$ cat src/rtl/shift_arbiter.sv
`default_nettype none
// ============================================================================
// Module   : shift_arbiter
// Brief    : Round-robin front end sharing one multi-cycle barrel shifter among
//            eBPF ALU lanes, with eBPF shift-amount masking and ALU32 handling.
// Revision : 1.0 - initial release
// ============================================================================
module shift_arbiter #(
    parameter int data_width = 64,
    parameter int num_req    = 4,
    parameter int idx_width  = 2
) (
    input  logic                          clk,
    input  logic                          rst,
    input  logic [num_req-1:0]            req_stb,
    input  logic [num_req-1:0]            req_arith,
    input  logic [num_req-1:0]            req_left,
    input  logic [num_req-1:0]            req_alu32,
    input  logic [num_req*data_width-1:0] req_value,
    input  logic [num_req*data_width-1:0] req_shift,
    output logic [data_width-1:0]         req_out,
    output logic [num_req-1:0]            req_ack,
    output logic                          busy,
    output logic [idx_width-1:0]          grant_id,
    output logic                          sh_stb,
    output logic                          sh_arith,
    output logic                          sh_left,
    output logic [data_width-1:0]         sh_value,
    output logic [data_width-1:0]         sh_shift,
    input  logic [data_width-1:0]         sh_out,
    input  logic                          sh_ack
);

    localparam int c_AMT_W = 6;

    typedef enum logic [2:0] {
        ST_DRAIN = 3'd0,
        ST_IDLE  = 3'd1,
        ST_ISSUE = 3'd2,
        ST_WAIT  = 3'd3,
        ST_RESP  = 3'd4
    } state_t;

    state_t                r_state;
    state_t                w_next;
    logic [1:0]            r_drain_cnt;
    logic [idx_width-1:0]  r_grant_id;
    logic [data_width-1:0] r_value;
    logic [c_AMT_W-1:0]    r_shift;
    logic                  r_arith;
    logic                  r_left;
    logic                  r_alu32;
    logic [data_width-1:0] r_out;
    logic [num_req-1:0]    r_ack;

    logic                  w_grant;
    logic                  w_done;
    logic [idx_width-1:0]  w_win;
    logic [data_width-1:0] w_win_value;
    logic [c_AMT_W-1:0]    w_win_amt;
    logic                  w_win_arith;
    logic                  w_win_left;
    logic                  w_win_alu32;
    logic [data_width-1:0] w_load_value;
    logic [c_AMT_W-1:0]    w_load_shift;
    logic [data_width-1:0] w_result;

    logic [data_width-1:0] w_lane_value [num_req];
    logic [c_AMT_W-1:0]    w_lane_shift [num_req];

    for (genvar gi = 0; gi < num_req; gi++) begin : g_lane
        assign w_lane_value[gi] = req_value[gi*data_width +: data_width];
        assign w_lane_shift[gi] = req_shift[gi*data_width +: c_AMT_W];
    end

    // Shift amounts above bit 5 are masked off by eBPF semantics.
    logic w_unused_shift;
    assign w_unused_shift = ^req_shift;

    // First requester found scanning upward from last+1, wrapping at num_req.
    function automatic logic [idx_width-1:0] rr_pick(input logic [num_req-1:0]   stb,
                                                     input logic [idx_width-1:0] last);
        logic [idx_width-1:0] pick;
        int                   cand;
        pick = last;
        for (int k = num_req; k >= 1; k--) begin
            cand = (int'(last) + k) % num_req;
            if (stb[cand[idx_width-1:0]]) pick = cand[idx_width-1:0];
        end
        return pick;
    endfunction

    always_comb begin
        w_win       = rr_pick(req_stb, r_grant_id);
        w_win_value = w_lane_value[w_win];
        w_win_amt   = w_lane_shift[w_win];
        w_win_arith = req_arith[w_win];
        w_win_left  = req_left[w_win];
        w_win_alu32 = req_alu32[w_win];
        if (w_win_alu32) begin
            w_load_shift = {1'b0, w_win_amt[4:0]};
            if (w_win_arith && !w_win_left)
                w_load_value = {{(data_width-32){w_win_value[31]}}, w_win_value[31:0]};
            else
                w_load_value = {{(data_width-32){1'b0}}, w_win_value[31:0]};
        end else begin
            w_load_shift = w_win_amt;
            w_load_value = w_win_value;
        end
    end

    assign w_result = r_alu32 ? {{(data_width-32){1'b0}}, sh_out[31:0]} : sh_out;

    always_ff @(posedge clk) begin
        if (rst) r_state <= ST_DRAIN;
        else     r_state <= w_next;
    end

    always_comb begin
        w_next  = r_state;
        w_grant = 1'b0;
        w_done  = 1'b0;
        sh_stb  = 1'b0;
        busy    = 1'b1;
        case (r_state)
            ST_DRAIN: if (r_drain_cnt == 2'd2) w_next = ST_IDLE;
            ST_IDLE: begin
                busy = 1'b0;
                if (|req_stb) begin
                    w_grant = 1'b1;
                    w_next  = ST_ISSUE;
                end
            end
            ST_ISSUE: begin
                sh_stb = 1'b1;
                w_next = ST_WAIT;
            end
            ST_WAIT: if (sh_ack) begin
                w_done = 1'b1;
                w_next = ST_RESP;
            end
            ST_RESP:  w_next = ST_IDLE;
            default:  w_next = ST_DRAIN;
        endcase
    end

    always_ff @(posedge clk) begin
        if (rst || r_state != ST_DRAIN) r_drain_cnt <= 2'd0;
        else                            r_drain_cnt <= r_drain_cnt + 2'd1;
    end

    always_ff @(posedge clk) begin
        if (rst) begin
            r_grant_id <= idx_width'(num_req - 1);
            r_value    <= '0;
            r_shift    <= '0;
            r_arith    <= 1'b0;
            r_left     <= 1'b0;
            r_alu32    <= 1'b0;
            r_out      <= '0;
            r_ack      <= '0;
        end else begin
            r_ack <= '0;
            if (w_grant) begin
                r_grant_id <= w_win;
                r_value    <= w_load_value;
                r_shift    <= w_load_shift;
                r_arith    <= w_win_arith;
                r_left     <= w_win_left;
                r_alu32    <= w_win_alu32;
            end
            if (w_done) begin
                r_out <= w_result;
                r_ack <= {{(num_req-1){1'b0}}, 1'b1} << r_grant_id;
            end
        end
    end

    assign req_out  = r_out;
    assign req_ack  = r_ack;
    assign grant_id = r_grant_id;
    assign sh_arith = r_arith;
    assign sh_left  = r_left;
    assign sh_value = r_value;
    assign sh_shift = {{(data_width-c_AMT_W){1'b0}}, r_shift};

endmodule
`default_nettype wire

$ cat config.mk
export PLATFORM = sky130hd
export DESIGN_NAME = shift_arbiter
export DESIGN_NICKNAME = d
export VERILOG_FILES = /design/src/rtl/shift_arbiter.sv
export SDC_FILE = /design/constraint.sdc
export NUM_CORES = 1
export LEC_CHECK = 0
export ABC_AREA = 1
export BUFFER_PORTS_ARGS = -buffer_cell sky130_fd_sc_hd__buf_4
export CORE_AREA = 4 4 310 312
export CTS_BUF_LIST = sky130_fd_sc_hd__clkbuf_2 sky130_fd_sc_hd__clkbuf_4 sky130_fd_sc_hd__clkbuf_8
export DETAILED_ROUTE_END_ITERATION = 8
export DIE_AREA = 0 0 314 316
export PLACE_DENSITY = 0.33
export REMOVE_ABC_BUFFERS = 1
export SYNTH_ARGS = -nofsm -noshare
export SYNTH_HDL_FRONTEND = slang
export SYNTH_SLANG_ARGS = --single-unit
$ cat constraint.sdc
create_clock -name clk -period 2.9 [get_ports clk]
set_input_delay 0.29 -clock clk [delete_from_list [all_inputs] [get_ports clk]]
set_output_delay 0.29 -clock clk [all_outputs]
set_load 0.02 [all_outputs]
# [Yosys cells after proc, flatten, opt, wreduce, memory -nomap -nowiden]
# Index checks and enable logic that the tools add are counted.
[totals] romBits=0 wordCells=78 latchBits=0 ramBits=0 reg_bits=148 mem_count=0 output_inout_bits=202
[classes] eq_ne=8 div_mod_pow=0 reduce_logical=8 n_mux=38 bitwise=2 n_lt_le_gt_ge=6 n_shift=1 n_mul=0 n_addsub=5
[op_table] operator="two-way mux 64 bit" count=5
[op_table] operator="binary-select mux 64 bit (select 2 bit)" count=1
[op_table] operator="two-way mux 6 bit" count=3
[op_table] operator="< comparator 2 x 3 -> 1 bit, second input constant" count=5
[op_table] operator="one-hot mux 3 bit (5 select lines)" count=1
[op_table] operator="binary-select mux 1 bit (select 2 bit)" count=7
[op_table] operator="two-way mux 1 bit" count=13
[op_table] operator="binary-select mux 6 bit (select 2 bit)" count=1
[op_table] operator="two-way mux 3 bit" count=3
[op_table] operator="two-way mux 2 bit" count=4
[op_table] operator="adder 2 x 1 -> 2 bit, second input constant" count=3
[op_table] operator="equality test 3 x 2 -> 1 bit, second input constant" count=2
[op_table] operator="inequality test 2 bit, second input constant" count=3
[op_table] operator="adder 2 bit, second input constant" count=2
[op_table] operator="OR reduction 4 bit" count=1
[op_table] operator="left shift 1 x 2 -> 4 bit, first input constant" count=1
[op_table] operator="equality test 3 x 1 -> 1 bit, second input constant" count=1
[op_table] operator="equality test 3 bit, second input constant" count=1
[op_table] operator=">= comparator 3 bit, second input constant" count=1
[op_table] operator="logical NOT 3 bit" count=1
[op_table] operator="inverter 2 -> 3 bit" count=1
[op_table] operator="AND reduction 3 bit" count=1
[op_table] operator="nonzero test 3 bit" count=1
[op_table] operator="equality test 2 bit, second input constant" count=1
[op_table] operator="other kinds (5)" count=5

# [Depth between registers and ports, before layout]
# Gate-level depths: netlist of run 1.
[logic_depth] ltp_word=13 depth_mapped=19

# [Worst setup path before layout of run 1]
# OpenSTA, ideal clock, no wires.
[synth_path] path_kind="flip-flop to flip-flop" from="register r_grant_id[0] (netlist: grant_id[0])" to="register r_value[61] (netlist: sh_value[61])" t_required_ns=2.772 synth_period_minus_slack_ns=2.152 slack_ns=0.748 arrival_time_ns=2.024 stages_incl_launch_ff=19 n_path_buf=3 path_cell_list="dfxtp_1 > buf_6 > inv_4 > nand3_1 > nand2_1 > nor2_2 > nand2_2 > nand2_4 > nand2_8 > nand2_4 > buf_2 > buf_2 > nand2_1 > nand3_1 > nand2_1 > nand3_1 > nand2_1 > nor2_1 > nor2_1"
[synth_via] elab_chain_len=13
[synth_rtl] element="from (decl)" line_no="47" source="logic [idx_width-1:0] r_grant_id;"
[synth_rtl] element="from (signal assigned)" line_no="154" source="r_grant_id <= idx_width'(num_req - 1);"
[synth_rtl] element="from (signal assigned)" line_no="165" source="r_grant_id <= w_win;"
[synth_rtl] element="adder 2 x 1 -> 2 bit" line_no="87" source="cand = (int'(last) + k) % num_req;"
[synth_rtl] element="binary-select mux 1 bit (select 2 bit)" line_no="88" source="if (stb[cand[idx_width-1:0]]) pick = cand[idx_width-1:0];"
[synth_rtl] element="two-way mux 1 bit (implied by the code)" line_no="88"
[synth_rtl] element="two-way mux 2 bit (3 in a row)" line_no="88"
[synth_rtl] element="two-way mux 2 bit (*)" line_no="88"
[synth_rtl] element="inverter 2 -> 3 bit (implied by the code) or binary-select mux 1 bit (select 2 bit) (tied branches)" line_no="95, 98"
[synth_rtl] element="binary-select mux 64 bit (select 2 bit) or two-way mux 1 bit (tied branches)" line_no="95, 98"
[synth_rtl] element="two-way mux 64 bit (implied by the code) or logical NOT 1 bit (tied branches)" line_no="95, 102"
[synth_rtl] element="two-way mux 64 bit (implied by the code) or logical AND 1 bit (tied branches)" line_no="95, 102"
[synth_rtl] element="two-way mux 64 bit" line_no="102" source="if (w_win_arith && !w_win_left)"
[synth_rtl] element="two-way mux 64 bit (*)" line_no="100" source="if (w_win_alu32) begin"
[synth_rtl] element="to (signal assigned)" line_no="166" source="r_value <= w_load_value;"
[synth_rtl] element="to (decl)" line_no="48" source="logic [data_width-1:0] r_value;"
# Every way passes the cells marked *; elsewhere a longest branch is shown, timed or not. The select of a mux whose other input is x is not followed.
# A chain may end at the register's enable or synchronous reset.

# [Final worst setup path of run 1]
[layout_path] from="register r_grant_id[0] (netlist: grant_id[0])" to="register r_value[27] (netlist: sh_value[27])"
[layout_via] elab_chain_len=13
[layout_rtl] element="adder 2 x 1 -> 2 bit" line_no="87"
[layout_rtl] element="binary-select mux 1 bit (select 2 bit)" line_no="88"
[layout_rtl] element="two-way mux 1 bit (implied by the code)" line_no="88"
[layout_rtl] element="two-way mux 2 bit (3 in a row)" line_no="88"
[layout_rtl] element="two-way mux 2 bit (*)" line_no="88"
[layout_rtl] element="inverter 2 -> 3 bit (implied by the code)" line_no="95" source="w_win_value = w_lane_value[w_win];"
[layout_rtl] element="binary-select mux 64 bit (select 2 bit)" line_no="95"
[layout_rtl] element="two-way mux 64 bit (implied by the code) (2 in a row)" line_no="95"
[layout_rtl] element="two-way mux 64 bit" line_no="102"
[layout_rtl] element="two-way mux 64 bit (*)" line_no="100"
# Marked as above.

==> results of run 1 <==
## final cells by class
type                       count  area (um2)
fill                       11000       77700
timing repair buffer         623        4970
multi-input combinational   1046        4660
sequential                   148        2970
tap                         1254        1570
inverter                     194         733
clock buffer                  17         234
clock inverter                15         168
antenna                        5        12.5
## power groups by stage
stage | logic, mW | registers (mW) | clock network [mW]
2_1_floorplan | 4.26 | 3.09 | 0
3_5_place_dp | 9.44 | 2.69 | 0
6_report | 9.23 | 2.64 | 1.78
5_1_grt | 10.4 | 2.69 | 2.03
4_1_cts | 9.54 | 2.65 | 1.99
3_3_place_gp | 9.51 | 2.68 | 0
## stage by stage
| stage | instances | setup TNS [ns] |
|---|---|---|
| after floorplan | 1388 | -92.54 |
| after global placement | 3201 | -0.247 |
| after detailed placement | 3201 | -0.0345 |
| after CTS | 3297 | 0 |
| after global routing | 3299 | 0 |
| final | 3302 | 0 |
## final timing paths
check | endpoint | slack, ns
worst min register to register | r_drain_cnt[0]$_SDFF_PP0_ | 0.42
worst max-delay path | sh_value[27]$_SDFFE_PP0P_ | 0.24
worst min-delay path | sh_value[23]$_SDFFE_PP0P_ | 0.12
worst max register to register | sh_value[27]$_SDFFE_PP0P_ | 0.24
## what timing repair did
action,in CTS,in global routing
hold buffers,64,0
hold endpoints to repair,64,0
gates resized for setup,1,4
endpoints found under the setup margin,20,42
## layer usage
| metal | vias up | share of wire [%] | routed length [um] |
|---|---|---|---|
| met5 | - | 0.16 | 84 |
| met4 | 12 | 1.6 | 859 |
| met3 | 43 | 10 | 5400 |
| met2 | 420 | 43 | 22300 |
| met1 | 4917 | 45 | 23800 |
| li1 | 5659 | - | - |
## state kept, by name (all words and copies together), names as in the netlist
signal       cells
r_state          3
req_ack          4
grant_id         2
r_drain_cnt      2
r_alu32          1
r_shift          6
sh_arith         1
sh_value        64
req_out         64
sh_left          1
## cell families (layout without fill, tap and decap cells)
| group | count (synthesis) | after routing | synth area share [%] |
|---|---|---|---|
| simple gates | 762 | 762 | 35.5 |
| flops | 148 | 148 | 32.8 |
| other cells | 1 | 63 | 0.0415 |
| buf+inv | 359 | 849 | 18.5 |
| compound gates | 225 | 225 | 13.0 |
| fa+ha+maj | 1 | 1 | 0.139 |
## worst max-delay path: cells and delay by family, from the launching register on
kind	cells	cell delay [ns]
simple gates	7	0.72
flops	1	0.45
compound gates	3	0.43
buf+inv	6	0.92
## synthesized netlist by cell type (23+ instances only)
cell type | instances | area [um2]
buf_2 | 34 | 170
buf_4 | 63 | 473
clkbuf_1 | 61 | 229
dfxtp_1 | 148 | 2960
inv_1 | 188 | 706
nand2_1 | 244 | 916
nand3_1 | 209 | 1050
nor2_1 | 293 | 1100
o21ai_0 | 158 | 791
o21ai_1 | 23 | 115
o22ai_1 | 37 | 231
==> results.toml, run 1 <==
[run_status]
status = "completed"

[sta]
grt_setup_unrepaired = "false"
slew_headroom_pct = 54.0
timing.final.crit_share_pct = 91.6
max_slew.worst_pin.slew_ns = 0.691
period_minus_slack_ns = 2.66
skew_ns = 0.0352
setup_viol = 0
whs_ns = 0.117
clock.fmax_mhz = 377
hold_viol = 0
finalWorstSetupSlack_ns = 0.244
drv_slew = 0

[worst_hold_path]
min_path_type = "primary input to flop"
hold_depth = 5
min-delay-start = "req_value[87]"

[grt]
grt_pass1_wl_mm = 74.3
globalRouteMet1Util_pct = 13.0
grt_pass1_vias = 11100
grt_use_met2_pct = 15.2
antenna_found_initial = 14
grt-ovfl-total = 0
met3_usage_pct = 4.73
top_usage_layer = "met2"
grt_max_degree = 77
track_usage_pct = 10.2

[layout]
drive_above_1_share_pct = 30.1
final_cell_mix = "buf_4 (548), nor2_1 (292), nand2_1 (242)"
nNetsFinal = 2626
final_core_util_pct = 16.5
stdcell_area_um2 = 15300
layout_commonest_cell = "buf_4"
area_growth_pct = 69.6

[worst_setup_path]
cpMostUsedCell = "nand2_1"
crit_path_end_kind = "flop"
start_kind = "flop"
r2r-start = "grant_id[0]$_SDFFE_PP1P_"
r2r_cells = 16
max_stage_delay_ns = 0.45
cp_slowest_cell = "dfxtp_4"
cp_data_arrival_time_ns = 3.14
path_max_fanout = 32
worstSetupStartpoint = "grant_id[0]$_SDFFE_PP1P_"
path_cells = "inv_4 > nand2_2 > nand2_1 > nand2_1 > nand2_1 > inv_2 > nand2_4 > nand2_8 > nand2_8 > inv_2 > buf_12 > o21ai_0 > o22ai_1 > buf_4 > o21ai_1 > inv_1"
required_ns = 3.39
path_class = "flop to flop"

[drt]
dr.pass1.iters = 4
vias = 11100
wl_per_cell_um = 15.9
drtIter0Drc = 453
finalWirelength_mm = 52.5
ant_nets = 0
drc = 0
viasPerCell = 3.35

[die]
coreArea_um2 = 93000
die_y_um = 316
die_w_um = 314
floorplan.initialDensity_pct = 9.71
ioPinCount = 797
rows = 112
dieArea_um2 = 99200

[power]
p_per_area_nw_per_um2 = 892
combPwrFrac_pct = 67.6
internal-power_mw = 6.27
p_sw_mw = 7.39
finalPower_mw = 13.7
ir_drop_uv = 487
p_sw_share_pct = 54.1
p_seq_share_pct = 19.3
power.leakage_nw = 7.83
power_frac_clock_pct = 13.1

[placed_design]
port_buffers = 506
place_area_um2 = 14200
hpwl_mm = 40.5
place_ws_ns = -0.0345
place.gp.congestion = 0.797

[clocking]
htree_num_levels = 4
cts_setup_buffers = 0
cts_tree = "built"
numCtsBuffers = 17
clk_pin_slew_ns = 0.12
clk_latency_ns = 0.56
cts_buffer_depth = 2
cts_root_buf = "clkbuf_8"
cts_sinks = 148

[logic_synthesis]
avgSynthCellArea_um2 = 6.04
synthCells = 1496
synth-seq-area-share_pct = 32.8
ys.flop_type = "dfxtp_1"
synth-edff-count = 0
synth_area_um2 = 9030
ys_types = 31
ys_ff_latch = 148
async_reset_ff_share_pct = 0
ys_warn_count = 0

[run]
maxCapViolCount = 0
Power figures use the tool's default switching activity.
==> run 2: changes to the inputs <==
==> constraint.sdc (replaced) <==
create_clock -name clk -period 3 [get_ports clk]
set_input_delay 0.3 -clock clk [delete_from_list [all_inputs] [get_ports clk]]
set_output_delay 0.3 -clock clk [all_outputs]
set_load 0.02 [all_outputs]
==> run 2 against run 1 <==
Flip-flop and latch count did not move. Clock power barely moved. Critical path type unchanged. Highest routed layer unchanged. Clock skew rose by 0.0069 ns. Largest cell class unchanged. Cell area barely moved.
==> results.toml, run 2 (synthesis gave the netlist of run 1 again) <==
[placed_design]
place.gp.congestion = 0.800
place_area_um2 = 14200
hpwl_mm = 40.3
place_inst = 3201
port_buffers = 506

[sta]
max_slew.worst_pin.slew_ns = 0.700
clock.fmax_mhz = 363
period_minus_slack_ns = 2.75
slew_headroom_pct = 53.3
setup_viol = 0
timing.final.crit_share_pct = 91.7
drv_slew = 0
skew_ns = 0.0421
hold_viol = 0
grt_setup_unrepaired = "false"
fin_tns_setup_ns = 0

[worst_hold_path]
min_to = "sh_value[23]$_SDFFE_PP0P_"
min-delay-start = "req_value[87]"
hold_depth = 5
min_path_type = "primary input to flop"

[drt]
vias = 11100
ant_nets = 0
drc = 0
dr.pass1.iters = 5
wl_per_cell_um = 15.9
viasPerCell = 3.36
drtIter0Drc = 468
finalWirelength_mm = 52.6

[grt]
grt-ovfl-total = 0
track_usage_pct = 10.2
grt_pass1_vias = 11300
antenna_found_initial = 12
grt_max_degree = 55
grt_pass1_wl_mm = 74.7

[run]
maxCapViolCount = 0

[power]
power.leakage_nw = 7.83
ir_drop_uv = 433
p_per_area_nw_per_um2 = 863

[layout]
final_cell_mix = "buf_4 (548), nor2_1 (292), nand2_1 (242)"
stdcell_count = 3300
final_core_util_pct = 16.4
stdcell_area_um2 = 15300
drive_above_1_share_pct = 30.0
layout_commonest_cell = "buf_4"
nNetsFinal = 2626
area_growth_pct = 69.5

[worst_setup_path]
required_ns = 3.45
cp_data_arrival_time_ns = 3.20
r2r_cells = 16
path_max_fanout = 36
timing.rr.end = "sh_value[23]$_SDFFE_PP0P_"
r2r_slack_ns = 0.25
path_class = "flop to flop"
r2r-start = "grant_id[1]$_SDFFE_PP1P_"
start_kind = "flop"
crit_path_end_kind = "flop"

[clocking]
cts_setup_buffers = 0
clk_pin_slew_ns = 0.12
cts_buffer_depth = 2
cts_root_buf = "clkbuf_8"
cts_tree = "built"
cts_sinks = 148
htree_num_levels = 4
clk_latency_ns = 0.57
numCtsBuffers = 17

[die]
rows = 112
floorplan.initialDensity_pct = 9.71
ioPinCount = 797
die_w_um = 314
die_y_um = 316
coreArea_um2 = 93000
dieArea_um2 = 99200

[run_status]
status = "completed"
==> run 2: through the flow <==
step | setup slack, ns | hold slack (ns) | total power, mW
finish | 0.248 | 0.116 | 13.2
global placement | 0.0245 | 0.402 | 11.8
CTS | 0.0682 | 0.0235 | 13.7
detailed placement | -0.0133 | 0.402 | 11.7
global route | 0.0174 | 0.0767 | 14.6
floorplan | -1.25 | 0.369 | 7.11
==> run 2: critical path: stages, from the launching register on <==
cell	delay, ns
dfxtp_1	0.51
inv_2	0.10
nand2_2	0.08
nand2_1	0.07
nand2_1	0.12
nand2_1	0.09
inv_2	0.11
nand2_4	0.08
nand2_8	0.14
nand2_8	0.14
buf_12	0.20
buf_4	0.20
o21ai_1	0.33
buf_4	0.21
o22ai_1	0.07
o21ai_1	0.11
inv_1	0.05
==> run 2: area by class of cell <==
cell class,instances,area (um2)
Fill cell,10900,77700
Timing Repair Buffer,623,4970
Multi-Input combinational cell,1046,4640
Sequential cell,148,2970
Tap cell,1254,1570
Inverter,194,733
Clock buffer,17,234
Clock inverter,15,178
Antenna cell,3,7.51
==> run 2: repair_timing <==
item                                    in CTS  in global routing
gates cloned                                 0                  0
endpoints found under the setup margin       1                  4
hold endpoints to repair                    64                  0
pin swaps                                    0                  0
gates resized for setup                      1                  2
hold buffers                                64                  0
==> run 2: how the worst max path moves through the flow <==
stage | from | end | slack (ns)
floorplan | grant_id[0]$_SDFFE_PP1P_ | sh_value[32]$_SDFFE_PP0P_ | -1.25
global placement | grant_id[0]$_SDFFE_PP1P_ | sh_value[23]$_SDFFE_PP0P_ | 0.02
detailed placement | grant_id[0]$_SDFFE_PP1P_ | sh_value[23]$_SDFFE_PP0P_ | -0.01
CTS | grant_id[0]$_SDFFE_PP1P_ | sh_value[23]$_SDFFE_PP0P_ | 0.07
global route | grant_id[1]$_SDFFE_PP1P_ | sh_value[41]$_SDFFE_PP0P_ | 0.02
finish | grant_id[1]$_SDFFE_PP1P_ | sh_value[23]$_SDFFE_PP0P_ | 0.25
==> run 2: metal layers <==
metal | GRT usage, % | vias up | part of all wire, %
li1 | - | 5656 | -
met1 | 13.0 | 4959 | 45
met2 | 15.6 | 413 | 43
met3 | 4.80 | 41 | 10
met4 | 2.44 | 10 | 1.4
met5 | 0 | - | 0.11
==> run 2: report_power, final <==
group	leakage [nW]	internal [mW]	switching, mW
logic	6.43	3.08	5.78
clock network	0.205	0.640	1.15
registers	1.20	2.34	0.219
total	7.83	6.06	7.14
==> run 3: changes to the inputs <==
--- a/config.mk
+++ b/config.mk
@@ -7,10 +7,12 @@
 export LEC_CHECK = 0
 export ABC_AREA = 1
 export BUFFER_PORTS_ARGS = -buffer_cell sky130_fd_sc_hd__buf_4
+export CAP_MARGIN = 30
 export CORE_AREA = 4 4 310 312
 export CTS_BUF_LIST = sky130_fd_sc_hd__clkbuf_2 sky130_fd_sc_hd__clkbuf_4 sky130_fd_sc_hd__clkbuf_8
 export DETAILED_ROUTE_END_ITERATION = 8
 export DIE_AREA = 0 0 314 316
+export HOLD_SLACK_MARGIN = 0.1
 export PLACE_DENSITY = 0.33
 export REMOVE_ABC_BUFFERS = 1
 export SYNTH_ARGS = -nofsm -noshare
==> constraint.sdc (replaced) <==
create_clock -name clk -period 3.2 [get_ports clk]
set_input_delay 0.32 -clock clk [delete_from_list [all_inputs] [get_ports clk]]
set_output_delay 0.32 -clock clk [all_outputs]
set_load 0.02 [all_outputs]
==> run 3 against run 2 <==
Register-to-register slack about the same. Highest routed layer unchanged. Largest power group unchanged. Count of clock-buffer cells in the layout unchanged. Total power decreased by 7.8%. Worst setup slack got worse by 0.0016 ns. Largest cell class unchanged.
==> results.toml, run 3 (synthesis gave the netlist of run 1 again) <==
[run_status]
status = "completed"

[power]
power.leakage_nw = 7.86
p_sw_mw = 6.69
internal-power_mw = 5.48
combPwrFrac_pct = 66.7
p_seq_share_pct = 19.7
finalPower_mw = 12.2
p_per_area_nw_per_um2 = 788
ir_drop_uv = 390
power_frac_clock_pct = 13.6
p_sw_share_pct = 55.0

[drt]
drtIter0Drc = 489
finalWirelength_mm = 52.4
vias = 11000
drc = 0
wl_per_cell_um = 15.8
ant_nets = 0
viasPerCell = 3.33
dr.pass1.iters = 5

[worst_setup_path]
start_kind = "flop"
r2r-start = "grant_id[1]$_SDFFE_PP1P_"
r2r_slack_ns = 0.25
cp_data_arrival_time_ns = 3.44
required_ns = 3.69
path_max_fanout = 55
crit_path_end_kind = "flop"
timing.rr.end = "sh_value[11]$_SDFFE_PP0P_"
r2r_cells = 16
path_class = "flop to flop"

[layout]
nNetsFinal = 2640
final_core_util_pct = 16.6
layout_commonest_cell = "buf_4"
fillers = 10900
drive_above_1_share_pct = 29.1
final_cell_mix = "buf_4 (536), nor2_1 (292), nand2_1 (242)"
multi_input_area_um2 = 4650
regArea_um2 = 2960
area_growth_pct = 71.0

[clocking]
cts_setup_buffers = 0
htree_num_levels = 4
clk_latency_ns = 0.56
numCtsBuffers = 17
cts_root_buf = "clkbuf_8"
cts_buffer_depth = 2
cts_sinks = 148
cts_tree = "built"
clk_pin_slew_ns = 0.12

[worst_hold_path]
min_to = "r_shift[2]$_SDFFE_PP0P_"
min_path_type = "primary input to flop"
min-delay-start = "req_shift[130]"
hold_depth = 5

[sta]
hold_viol = 0
clock.fmax_mhz = 339
grt_setup_unrepaired = "false"
setup_viol = 0
max_slew.worst_pin.slew_ns = 0.683
fin_tns_setup_ns = 0
period_minus_slack_ns = 2.95
timing.final.crit_share_pct = 92.3
skew_ns = 0.0308
drv_slew = 0
slew_headroom_pct = 54.0

[die]
die_w_um = 314
coreArea_um2 = 93000
die_y_um = 316
floorplan.initialDensity_pct = 9.71
ioPinCount = 797
rows = 112
dieArea_um2 = 99200

[grt]
antenna_found_initial = 12
grt_pass1_wl_mm = 74.2
grt_pass1_vias = 11100
grt_max_degree = 77
track_usage_pct = 10.1
grt-ovfl-total = 0

[run]
maxCapViolCount = 0

[placed_design]
port_buffers = 506
place.gp.congestion = 0.805
hpwl_mm = 40.4
run 3: cell count changes in the layout (fill, tap and decap cells not counted), sizes merged:
cell	delta
dlygate4sd3	+29
buf	-15
diode	-1
run 3: cell type report:
| class | instances | share of cell area (%) |
|---|---|---|
| repair buffers | 637 | 33.1 |
| multi-input cells | 1046 | 30.1 |
| flip-flops and latches | 148 | 19.2 |
| well taps | 1254 | 10.2 |
| inverters | 194 | 4.75 |
| clock buffers | 17 | 1.51 |
| clock inverters | 15 | 1.17 |
| diodes | 2 | 0.0324 |
run 3: metrics by stage:
step	instances	worst slack [ns]	cell area (um2)	hold slack, ns
2_1_floorplan	1388	-1.05	8310	0.389
3_3_place_gp	3186	0.0303	14100	0.408
3_5_place_dp	3186	0.0871	14100	0.404
4_1_cts	3311	0.0218	15400	0.102
5_1_grt	3312	0.00698	15400	0.141
6_report	3313	0.246	15400	0.195
run 3: metal layers:
layer | part of all wire, % | global-route usage (%) | wire length [um] | vias to the layer above
met4 | 1.5 | 2.75 | 773 | 10
met2 | 43 | 15.3 | 22600 | 421
met1 | 46 | 13.1 | 23900 | 4872
met3 | 9.7 | 4.46 | 5060 | 37
met5 | 0.13 | 0 | 69 | -
li1 | - | - | - | 5686
run 3: worst max-delay path: stages (launching register included):
cell and delay (ns):
dfxtp_1 0.51, inv_2 0.10, nand2_1 0.12, nand2_1 0.09, nand2_1 0.08, nand2_1 0.06, nand2_2 0.10, nand2_4 0.08
nand2_8 0.19, nand2_8 0.20, inv_2 0.22, buf_12 0.26, o21ai_0 0.13, o22ai_1 0.33, buf_4 0.20, o21ai_1 0.05
inv_1 0.05
run 3: worst max path at each step:
| stage | from | to | slack [ns] | cells past startpoint |
|---|---|---|---|---|
| after floorplan | grant_id[0]$_SDFFE_PP1P_ | sh_value[32]$_SDFFE_PP0P_ | -1.05 | 16 |
| after global placement | grant_id[0]$_SDFFE_PP1P_ | sh_value[11]$_SDFFE_PP0P_ | 0.03 | 16 |
| after detailed placement | grant_id[0]$_SDFFE_PP1P_ | sh_value[23]$_SDFFE_PP0P_ | 0.09 | 14 |
| after CTS | grant_id[0]$_SDFFE_PP1P_ | sh_value[11]$_SDFFE_PP0P_ | 0.02 | 16 |
| after global routing | grant_id[0]$_SDFFE_PP1P_ | sh_value[45]$_SDFFE_PP0P_ | 0.007 | 17 |
| final | grant_id[1]$_SDFFE_PP1P_ | sh_value[11]$_SDFFE_PP0P_ | 0.25 | 16 |
run 3: what timing repair did:
item / 4_1_cts / 5_1_grt
endpoints found under the hold margin: 81 / 0
endpoints found under the setup margin: 0 / 39
hold buffers: 93 / 0
gates resized for setup: 0 / 1
run 3: power groups by stage:
stage / combinational (mW) / clock, mW / sequential [mW]
after floorplan: 3.86 / 0 / 2.80
after global placement: 8.36 / 0 / 2.44
after detailed placement: 8.28 / 0 / 2.44
after CTS: 8.40 / 1.81 / 2.40
after global routing: 9.11 / 1.86 / 2.45
final: 8.12 / 1.65 / 2.40
